`config.mk`:
```
export PLATFORM = sky130hd
export DESIGN_NAME = if_stage
export DESIGN_NICKNAME = d
export VERILOG_FILES = /design/src/rtl/if_stage.sv
export SDC_FILE = /design/constraint.sdc
export NUM_CORES = 1
export LEC_CHECK = 0
export CORE_ASPECT_RATIO = 1.2
export CORE_MARGIN = 1
export CORE_UTILIZATION = 50
export CTS_BUF_LIST = sky130_fd_sc_hd__clkbuf_4 sky130_fd_sc_hd__clkbuf_8
export CTS_CLUSTER_DIAMETER = 40
export CTS_CLUSTER_SIZE = 30
export DETAILED_ROUTE_END_ITERATION = 10
export HOLD_SLACK_MARGIN = 0.05
export PLACE_DENSITY = 0.95
export SLEW_MARGIN = 10
export SYNTH_ARGS = -nofsm -noshare
export SYNTH_HDL_FRONTEND = slang
export SYNTH_SLANG_ARGS = --single-unit
```
`constraint.sdc`:
```
create_clock -name clk_i -period 3.6 [get_ports clk_i]
set_input_delay 0.72 -clock clk_i [delete_from_list [all_inputs] [get_ports clk_i]]
set_output_delay 0.72 -clock clk_i [all_outputs]
set_load 0.02 [all_outputs]
```
`src/rtl/if_stage.sv`:
```
// Instruction-fetch stage and IF/ID pipeline register.
// Owns the PC, picks the next PC, and latches {pc+4, instr, valid} for decode.
// Also keeps saturating stall and flush counters for debug.
module if_stage #(
    parameter logic [31:0] RESET_PC = 32'h0000_0000,
    parameter int          CNT_W    = 16
) (
    input  logic             clk_i,
    input  logic             rst_i,
    input  logic             pcwrite_i,
    input  logic             ifid_write_i,
    input  logic             ifid_flush_i,
    input  logic             branch_i,
    input  logic [31:0]      branch_tgt_i,
    input  logic             jump_i,
    input  logic [31:0]      jump_tgt_i,
    output logic [31:0]      imem_addr_o,
    input  logic [31:0]      imem_data_i,
    output logic [31:0]      pc_o,
    output logic [31:0]      ifid_pc4_o,
    output logic [31:0]      ifid_instr_o,
    output logic             ifid_valid_o,
    output logic [CNT_W-1:0] stall_cnt_o,
    output logic [CNT_W-1:0] flush_cnt_o
);

    localparam logic [CNT_W-1:0] CNT_ONE = {{(CNT_W-1){1'b0}}, 1'b1};
    localparam logic [CNT_W-1:0] CNT_MAX = {CNT_W{1'b1}};

    logic [31:0]      pc_q;
    logic [31:0]      pc_plus4;
    logic [31:0]      pc_next;
    logic [31:0]      ifid_pc4_q;
    logic [31:0]      ifid_instr_q;
    logic             ifid_valid_q;
    logic [CNT_W-1:0] stall_cnt_q;
    logic [CNT_W-1:0] flush_cnt_q;
    logic             flush_load;

    // PC+4 wraps naturally modulo 2^32.
    assign pc_plus4   = pc_q + 32'd4;
    assign flush_load = ifid_write_i & ifid_flush_i;

    // Next-PC select: hold on stall, branch beats jump, otherwise sequential.
    always_comb begin
        pc_next = pc_q;
        if (pcwrite_i) begin
            if (branch_i) begin
                pc_next = branch_tgt_i;
            end else if (jump_i) begin
                pc_next = jump_tgt_i;
            end else begin
                pc_next = pc_plus4;
            end
        end
    end

    // PC register.
    always_ff @(posedge clk_i or negedge rst_i) begin
        if (!rst_i) begin
            pc_q <= RESET_PC;
        end else begin
            pc_q <= pc_next;
        end
    end

    // IF/ID register: write enable dominates flush; flush inserts a bubble.
    always_ff @(posedge clk_i or negedge rst_i) begin
        if (!rst_i) begin
            ifid_pc4_q   <= 32'd0;
            ifid_instr_q <= 32'd0;
            ifid_valid_q <= 1'b0;
        end else if (ifid_write_i) begin
            if (ifid_flush_i) begin
                ifid_pc4_q   <= 32'd0;
                ifid_instr_q <= 32'd0;
                ifid_valid_q <= 1'b0;
            end else begin
                ifid_pc4_q   <= pc_plus4;
                ifid_instr_q <= imem_data_i;
                ifid_valid_q <= 1'b1;
            end
        end
    end

    // Saturating stall counter: counts edges where the PC was held.
    always_ff @(posedge clk_i or negedge rst_i) begin
        if (!rst_i) begin
            stall_cnt_q <= '0;
        end else if (!pcwrite_i && (stall_cnt_q != CNT_MAX)) begin
            stall_cnt_q <= stall_cnt_q + CNT_ONE;
        end
    end

    // Saturating flush counter: counts edges where IF/ID loaded a bubble.
    always_ff @(posedge clk_i or negedge rst_i) begin
        if (!rst_i) begin
            flush_cnt_q <= '0;
        end else if (flush_load && (flush_cnt_q != CNT_MAX)) begin
            flush_cnt_q <= flush_cnt_q + CNT_ONE;
        end
    end

    assign imem_addr_o  = pc_q;
    assign pc_o         = pc_q;
    assign ifid_pc4_o   = ifid_pc4_q;
    assign ifid_instr_o = ifid_instr_q;
    assign ifid_valid_o = ifid_valid_q;
    assign stall_cnt_o  = stall_cnt_q;
    assign flush_cnt_o  = flush_cnt_q;

endmodule
```
[After elaboration in Yosys (flattened, before gate mapping)]
Cells that the tools add are included.
Storage, ports and cells
  word-level logic and storage cells: 20
  input bits: 103
  flip-flop bits (word level): 129
Operators by class
  reductions and logical operators: 3
  bitwise gates (word level): 1
  eq/ne operators: 2
  mux-type cells: 5
  add/sub/neg operators: 3
Operator list (number)
  $mux W32: 4
  $add A16 B1 Y16 const B: 2
  $add A32 B3 Y32 const B: 1
  $ne A16 B16 Y1 const B: 2
  $logic_and A1 B1 Y1: 2
  $and A1 B1 Y1: 1
  $logic_not A1 Y1: 1
  $mux W1: 1

[Logic depth before layout (Yosys ltp)]
Gate-level depths: netlist of run 1.
  depth in word-level cells: 3
  mapped depth: 7
  mapped depth without buffers: 5

[Least setup slack after synthesis of run 1]
OpenSTA, ideal clock, no wires.
  path kind: register to register
  start: register pc_q[2] (netlist: imem_addr_o[2])
  end: register pc_q[20] (netlist: imem_addr_o[20])
  clock period less this slack: 1.978 ns
  cell stages (with the launch flop): 7
  slack: 1.622 ns
  buffers on the path: 1
  arrival time: 1.834 ns
  cell sequence: dfrtp_1 ha_1 and4_1 clkbuf_2 nand3_1 o311ai_0 o211ai_1
Between the ends
  word-level cells in the longest chain between the ends: 3
Ends and longest elaborated chain
  from (decl): RTL line 30  | logic [31:0] pc_q;
  from (signal assigned): RTL line 63  | pc_q <= pc_next;
  $add A32 B3 Y32: RTL line 41  | assign pc_plus4 = pc_q + 32'd4;
  $mux W32: RTL line 50  | end else if (jump_i) begin
  $mux W32: RTL line 48  | if (branch_i) begin
Every way passes these cells.
A chain may end at the register's enable or synchronous reset.

[Worst setup path after layout of run 1]
  start: register pc_q[18] (netlist: imem_addr_o[18])
  end: output pc_o[18]
RTL lines
  to (decl): RTL line 19  | output logic [31:0] pc_o,
No word-level cell between the ends.

==> results.sh, run 1 <==
export IMPL_synth_top_family_by_area="simple AND/OR/NAND/NOR gates"
export IMPL_ios=264
export IMPL_slew_headroom=0.2557
export IMPL_place_congestion=0.8730
export IMPL_cts_tree="done"
export IMPL_cts_resized_gates=0
export IMPL_met1Wirelength_um=8412
export IMPL_topRoutingLayerUsed="met4"
export IMPL_cts_reportedPaths_clkPinSlew_ns=0.07
export IMPL_initial_utilization=0.5124
export IMPL_fin_crit_sh=0.7134
export IMPL_cts_num_sinks=129
export IMPL_grt_max_degree=97
export IMPL_syn_cell_area_sq_mm=0.007355
export IMPL_critPathLaunch="imem_addr_o[18]"
export IMPL_final_instance_count_excl_fill=1156
export IMPL_dp_hpwl_um=16140
export IMPL_leakage_nw=4.244
export IMPL_finClkSkew_ns=0.01085
export IMPL_drt_iter0_drc=743
export IMPL_post_route_min_period_ns=2.568
export IMPL_end_kind="output port"
export IMPL_crit_family="buffers and inverters"
export IMPL_cts_root_buf="clkbuf_8"
export IMPL_register_area_sq_mm=0.003228
export IMPL_drc=0
export IMPL_synth_xor_area_frac=0.03573
export IMPL_core_sq_mm=0.01435
export IMPL_layout_drive_gt1_share=0.09684
export IMPL_vias=7185
export IMPL_critPathArrivalTime_ns=1.85
export IMPL_synthTopCellsByCount="dfrtp_1 (129), nand2_1 (42), clkbuf_1 (41), nand3_1 (41)"
export IMPL_setup_viol=0
export IMPL_postCtsSetupBuffers=0
export IMPL_tns_ns=0
export IMPL_clkLatencyLatePin_ns=0.44
export IMPL_cts_hold_buf=0
export IMPL_synth_cells=770
export IMPL_yosysMostFrequentCell="dfrtp_1"
export IMPL_r2r_end="imem_addr_o[20]"
export IMPL_met2_length_um=11700
export IMPL_yosysTopAreaCellShare=0.4389
export IMPL_slowest_stage="clkdlybuf4s50_1"
export IMPL_endpoint="pc_o[18]"
export IMPL_routed_wl_met3_um=1952
export IMPL_grt_setup_unrepaired="false"
export IMPL_power_switching_mw=1.651
export IMPL_async_reset_ff_frac=1.000
export IMPL_yosysTopAreaCell="dfrtp_1"
export IMPL_yosys_area_share_adder=0.005104
export IMPL_r2r_slack_ns=1.10
export IMPL_ant_nets=0
export IMPL_p_seq_frac=0.385
export IMPL_yosys_cell_types_count=63
export IMPL_synth_compound_area_frac=0.1909
export IMPL_drtPass1Iterations=7
export IMPL_synth_flop_cell="dfrtp_1"
export IMPL_final_max_slew_viol_count=0
export IMPL_placementRows=48
export IMPL_worstSetupPathType="flop to output port"
export IMPL_muxShareOfSynthArea=0.02365
export IMPL_swShare=0.3271
export IMPL_fillers=1040
export IMPL_multi_input_area_sq_mm=0.003546
export IMPL_ys_ff_latch=129
export IMPL_maxCapViolCount=0
export IMPL_whs_ns=0.3697
export IMPL_cp_depth=1
export IMPL_detail_route_wl_per_cell_um=19.84
export IMPL_outcome="complete, no violations"
export IMPL_cts_max_level=4
export IMPL_fp_dieW_um=112.7
export IMPL_synth_area_leaders="dfrtp_1 (44%), a31o_2 (4.0%), buf_4 (3.8%), nor2b_1 (3.1%), nand4_1 (3.1%)"
export IMPL_r2r_worst_path_cells=5
export IMPL_numCtsBuffers=17
export IMPL_track_usage=0.3026
export IMPL_synthSimpleGateAreaFrac=0.2264
export IMPL_vdd_ir_drop_worst_mv=0.3581
export IMPL_grt_pass1_wl_um=36010
export IMPL_cts_buffer_depth=2
export IMPL_syn_area_per_cell_sq_um=9.551
export IMPL_antenna_found_initial=0
export IMPL_worstMarginPinSlew_ns=1.111
export IMPL_grt_pass1_vias=7021
export IMPL_grt_overflow=0
export IMPL_synthesis_nets=876
export IMPL_p_int_mw=3.398
export IMPL_worst_path_max_fanout=15
export IMPL_dp_cells=1124
export IMPL_chipHeight_um=134.9
export IMPL_clkPwrFrac=0.306
export IMPL_worst_path_buf_inv=1
export IMPL_area_delta_synth_final_pct=39.81
export IMPL_hold_viol=0
export IMPL_path_cells="clkdlybuf4s50_1"
export IMPL_drt_wl_total_um=22930
export IMPL_regToRegStartpoint="imem_addr_o[2]"
export IMPL_fp_dieArea_sq_mm=0.01520
export IMPL_portBuffers=263
export IMPL_synth_edf_count=0
export IMPL_slowest_delay_ns=0.75
export IMPL_start_kind="flop"
export IMPL_nets=1074
export IMPL_worstPathRequired_ns=2.88
export IMPL_p_comb_frac=0.309
export IMPL_viasPerCell=6.215
export IMPL_hp_class="input pin to async pin"
export IMPL_ys_warn_count=0
export IMPL_antenna_cells=0
export IMPL_clock_fmax_mhz=389.4
export IMPL_yosysSeqAreaShare=0.4389
export IMPL_power_density_mw_per_mm2=491.0
area by class of cell:
| type | instances | area share |
|---|---|---|
| Multi-Input combinational cell | 529 | 0.3449 |
| Inverter | 14 | 0.005111 |
| Sequential cell | 129 | 0.3139 |
| Clock inverter | 9 | 0.01959 |
| Timing Repair Buffer | 277 | 0.2662 |
| Clock buffer | 23 | 0.02896 |
| Tap cell | 175 | 0.02129 |
flip-flops by register name, indices dropped and copies added (netlist names):
register,flops
ifid_instr_o,32
flush_cnt_o,16
imem_addr_o,32
ifid_valid_o,1
ifid_pc4_o,32
stall_cnt_o,16
layer usage:
metal,track usage,up-vias
li1,-,3248
met1,0.3593,3443
met2,0.5158,417
met3,0.07181,77
met4,0.1474,0
met5,0,-
logic make-up after synthesis:
group	after synthesis
buffers and inverters	112
adder cells (fa/ha/maj)	3
AO/OA/AOI/OAI	185
XOR/XNOR	30
flip-flops	129
multiplexers	17
AND/OR/NAND/NOR	294
power by group through the flow:
stage / logic (mW) / registers (mW) / clock network [mW]
2_1_floorplan: 0.637 / 2.11 / 0
3_3_place_gp: 1.52 / 1.95 / 0
3_5_place_dp: 1.55 / 1.96 / 0
4_1_cts: 1.56 / 1.94 / 1.56
5_1_grt: 1.65 / 1.98 / 1.63
6_report: 1.56 / 1.95 / 1.54
worst min-delay path by stage:
| stage | cells after the start | start | end |
|---|---|---|---|
| 6_report | 1 | rst_i | ifid_instr_o[9] |
| 5_1_grt | 1 | rst_i | ifid_instr_o[26] |
| 4_1_cts | 1 | rst_i | ifid_instr_o[9] |
| 3_5_place_dp | 1 | ifid_pc4_o[4] | ifid_pc4_o[4] |
| 3_3_place_gp | 1 | ifid_pc4_o[6] | ifid_pc4_o[6] |
| 2_1_floorplan | 0 | rst_i | flush_cnt_o[0] |
layout by cell type, fill, tap and decap left out, types with 5 or more instances in the layout:
cell type,n
nor2_1,32
o21a_1,5
clkdlybuf4s50_1,260
nand3_1,41
a22o_1,20
and4_1,9
and2_1,7
nor4_1,12
o211ai_1,18
or3_1,6
clkbuf_8,20
inv_1,14
bufinv_16,6
nand2b_1,8
nor3_1,24
a31o_2,34
xnor2_1,18
o21ai_0,24
and3_1,21
a221o_1,5
o2111ai_1,7
buf_4,14
a22oi_1,10
a31oi_1,8
nand4_1,36
o2bb2ai_1,5
nor2b_1,36
xor2_1,12
nand2_1,42
a21oi_1,16
o31ai_1,8
dfrtp_1,129
mux2i_1,14
through the flow:
step | setup WS [ns] | cell area (sq um) | utilization | total power [mW]
after global placement | 0.9355 | 9783 | 0.6816 | 3.475
final | 1.032 | 10280 | 0.7164 | 5.049
after detailed placement | 0.8249 | 9783 | 0.6816 | 3.514
after floorplan | 1.622 | 7355 | - | 2.750
after global routing | 1.004 | 10280 | 0.7164 | 5.261
after CTS | 1.058 | 10280 | 0.7164 | 5.060
(Power assumes the default switching activity.)
==> run 2, diff against run 1 <==
--- a/config.mk
+++ b/config.mk
@@ -7,13 +7,13 @@
 export LEC_CHECK = 0
 export CORE_ASPECT_RATIO = 1.2
 export CORE_MARGIN = 1
-export CORE_UTILIZATION = 50
+export CORE_UTILIZATION = 42
 export CTS_BUF_LIST = sky130_fd_sc_hd__clkbuf_4 sky130_fd_sc_hd__clkbuf_8
 export CTS_CLUSTER_DIAMETER = 40
 export CTS_CLUSTER_SIZE = 30
 export DETAILED_ROUTE_END_ITERATION = 10
 export HOLD_SLACK_MARGIN = 0.05
-export PLACE_DENSITY = 0.95
+export PLACE_DENSITY = 0.9
 export SLEW_MARGIN = 10
 export SYNTH_ARGS = -nofsm -noshare
 export SYNTH_HDL_FRONTEND = slang
==> constraint.sdc (replaced) <==
create_clock -name clk_i -period 2.3 [get_ports clk_i]
set_input_delay 0.46 -clock clk_i [delete_from_list [all_inputs] [get_ports clk_i]]
set_output_delay 0.46 -clock clk_i [all_outputs]
set_load 0.02 [all_outputs]
==> run 2 against run 1 <==
Effect of this change:
- global-route usage fell by 3.5 points
- count of clock-buffer cells in the layout fell by 1
- combinational power rose by 63%
- sequential cell count did not move
- die area rose by 19%
- core utilization fell by 9.9 points
- clock skew rose by 0.0026 ns
- largest power group unchanged
==> results.sh, run 2 (synthesis results as in run 1) <==
export IMPL_outcome="complete, no violations"
export IMPL_post_route_min_period_ns=2.178
export IMPL_cts_buffer_depth=2
export IMPL_p_comb_frac=0.337
export IMPL_drtPass1Iterations=6
export IMPL_grt_overflow=0
export IMPL_drt_iter0_drc=647
export IMPL_placementRows=52
export IMPL_layout_drive_gt1_share=0.1218
export IMPL_vias=7288
export IMPL_path_cells="clkdlybuf4s50_1"
export IMPL_endpoint="imem_addr_o[24]"
export IMPL_drt_wl_total_um=23730
export IMPL_placed_cell_area_sq_mm=0.01006
export IMPL_critPathArrivalTime_ns=1.72
export IMPL_slowest_stage="clkdlybuf4s50_1"
export IMPL_register_area_sq_mm=0.003228
export IMPL_fp_dieArea_sq_mm=0.01805
export IMPL_maxCapViolCount=0
export IMPL_tns_ns=0
export IMPL_antenna_found_initial=0
export IMPL_power_density_mw_per_mm2=723.7
export IMPL_initial_utilization=0.4331
export IMPL_swShare=0.3427
export IMPL_crit_family="buffers and inverters"
export IMPL_start_kind="flop"
export IMPL_cts_reportedPaths_clkPinSlew_ns=0.07
export IMPL_final_common_cell="clkdlybuf4s50_1"
export IMPL_setup_viol=0
export IMPL_cts_tree="done"
export IMPL_viasPerCell=5.945
export IMPL_vdd_ir_drop_worst_mv=0.3885
export IMPL_slowest_delay_ns=0.69
export IMPL_r2r_end="imem_addr_o[20]"
export IMPL_power_mw=7.589
export IMPL_nets=1103
export IMPL_worstSetupPathType="flop to output port"
export IMPL_fp_dieW_um=122.8
export IMPL_clock_fmax_mhz=459.2
export IMPL_dp_hpwl_um=17190
export IMPL_cts_max_level=4
export IMPL_p_int_mw=4.988
export IMPL_setup_slack_ns=0.1225
export IMPL_core_sq_mm=0.01698
export IMPL_hold_viol=0
export IMPL_critPathLaunch="imem_addr_o[24]"
export IMPL_r2r_slack_ns=0.18
export IMPL_fin_area_sq_mm=0.01049
export IMPL_r2r_worst_path_cells=5
export IMPL_finClkSkew_ns=0.01341
export IMPL_fin_crit_sh=0.9468
export IMPL_regToRegStartpoint="imem_addr_o[2]"
export IMPL_power_switching_mw=2.601
export IMPL_p_seq_frac=0.395
export IMPL_place_congestion=0.8756
export IMPL_detail_route_wl_per_cell_um=19.35
export IMPL_grt_pass1_wl_um=37040
export IMPL_hp_class="flop to flop"
export IMPL_fillers=1404
export IMPL_antenna_cells=0
export IMPL_grt_setup_unrepaired="false"
export IMPL_worstPathRequired_ns=1.84
export IMPL_cts_root_buf="clkbuf_8"
export IMPL_grt_max_degree=67
export IMPL_worst_path_buf_inv=1
export IMPL_layout_common_cells="clkdlybuf4s50_1 (260), dfrtp_1 (129), nand2_1 (42), nand3_1 (41), buf_4 (41)"
export IMPL_worst_path_max_fanout=11
export IMPL_place_ws_ns=0.08751
export IMPL_leakage_nw=4.355
export IMPL_cts_num_sinks=129
export IMPL_clkPwrFrac=0.269
export IMPL_end_kind="output port"
export IMPL_worstMarginPinSlew_ns=0.8725
export IMPL_multi_input_area_sq_mm=0.003546
export IMPL_track_usage=0.2676
export IMPL_grt_pass1_vias=7046
export IMPL_cp_depth=1
export IMPL_portBuffers=263
export IMPL_ant_nets=0
export IMPL_ios=264
export IMPL_slew_headroom=0.4162
export IMPL_area_delta_synth_final_pct=42.58
export IMPL_clkLatencyLatePin_ns=0.45
export IMPL_chipHeight_um=147.0
export IMPL_cts_resized_gates=0
export IMPL_final_max_slew_viol_count=0
export IMPL_drc=0
export IMPL_numCtsBuffers=17
## run 2: how the worst min path moves through the flow
| stage | from | to | slack (ns) | depth (start not counted) |
|---|---|---|---|---|
| 2_1_floorplan | rst_i | flush_cnt_o[0] | 0.16 | 0 |
| 3_3_place_gp | ifid_pc4_o[4] | ifid_pc4_o[4] | 0.46 | 1 |
| 3_5_place_dp | ifid_pc4_o[2] | ifid_pc4_o[2] | 0.47 | 2 |
| 4_1_cts | pcwrite_i | imem_addr_o[23] | 0.46 | 3 |
| 5_1_grt | pcwrite_i | imem_addr_o[23] | 0.49 | 3 |
| 6_report | ifid_pc4_o[18] | ifid_pc4_o[18] | 0.49 | 2 |
## run 2: power by group through the flow
stage	Combinational [mW]	Sequential [mW]	Clock [mW]
after floorplan	0.998	3.31	0
after global placement	2.51	3.00	0
after detailed placement	2.55	3.02	0
after CTS	2.56	2.99	2.08
after global routing	2.72	3.04	2.19
final	2.55	3.00	2.04
## run 2: through the flow
stage	std cells	hold WS, ns	utilization
floorplan	770	0.1644	-
global placement	1193	0.4650	0.5926
detailed placement	1193	0.4736	0.5926
CTS	1226	0.4604	0.6175
global route	1226	0.4888	0.6175
finish	1226	0.4884	0.6175
## run 2: final cells by class
cell class,instances,share of cell area
Clock buffer,22,0.02649
Timing Repair Buffer,306,0.2839
Tap cell,216,0.02577
Multi-Input combinational cell,529,0.3381
Inverter,14,0.005011
Sequential cell,129,0.3078
Clock inverter,10,0.01289
## run 2: what timing repair did
item / CTS / global route
hold buffers: 1 / 0
setup buffers: 0 / 0
endpoints found under the hold margin: 52 / 0
## run 2: metal layers
metal,vias up,share of wire,track usage
li1,3297,-,-
met2,408,0.50,0.4388
met1,3508,0.38,0.3285
met5,-,0,0
met3,75,0.082,0.05939
met4,0,0.040,0.1323
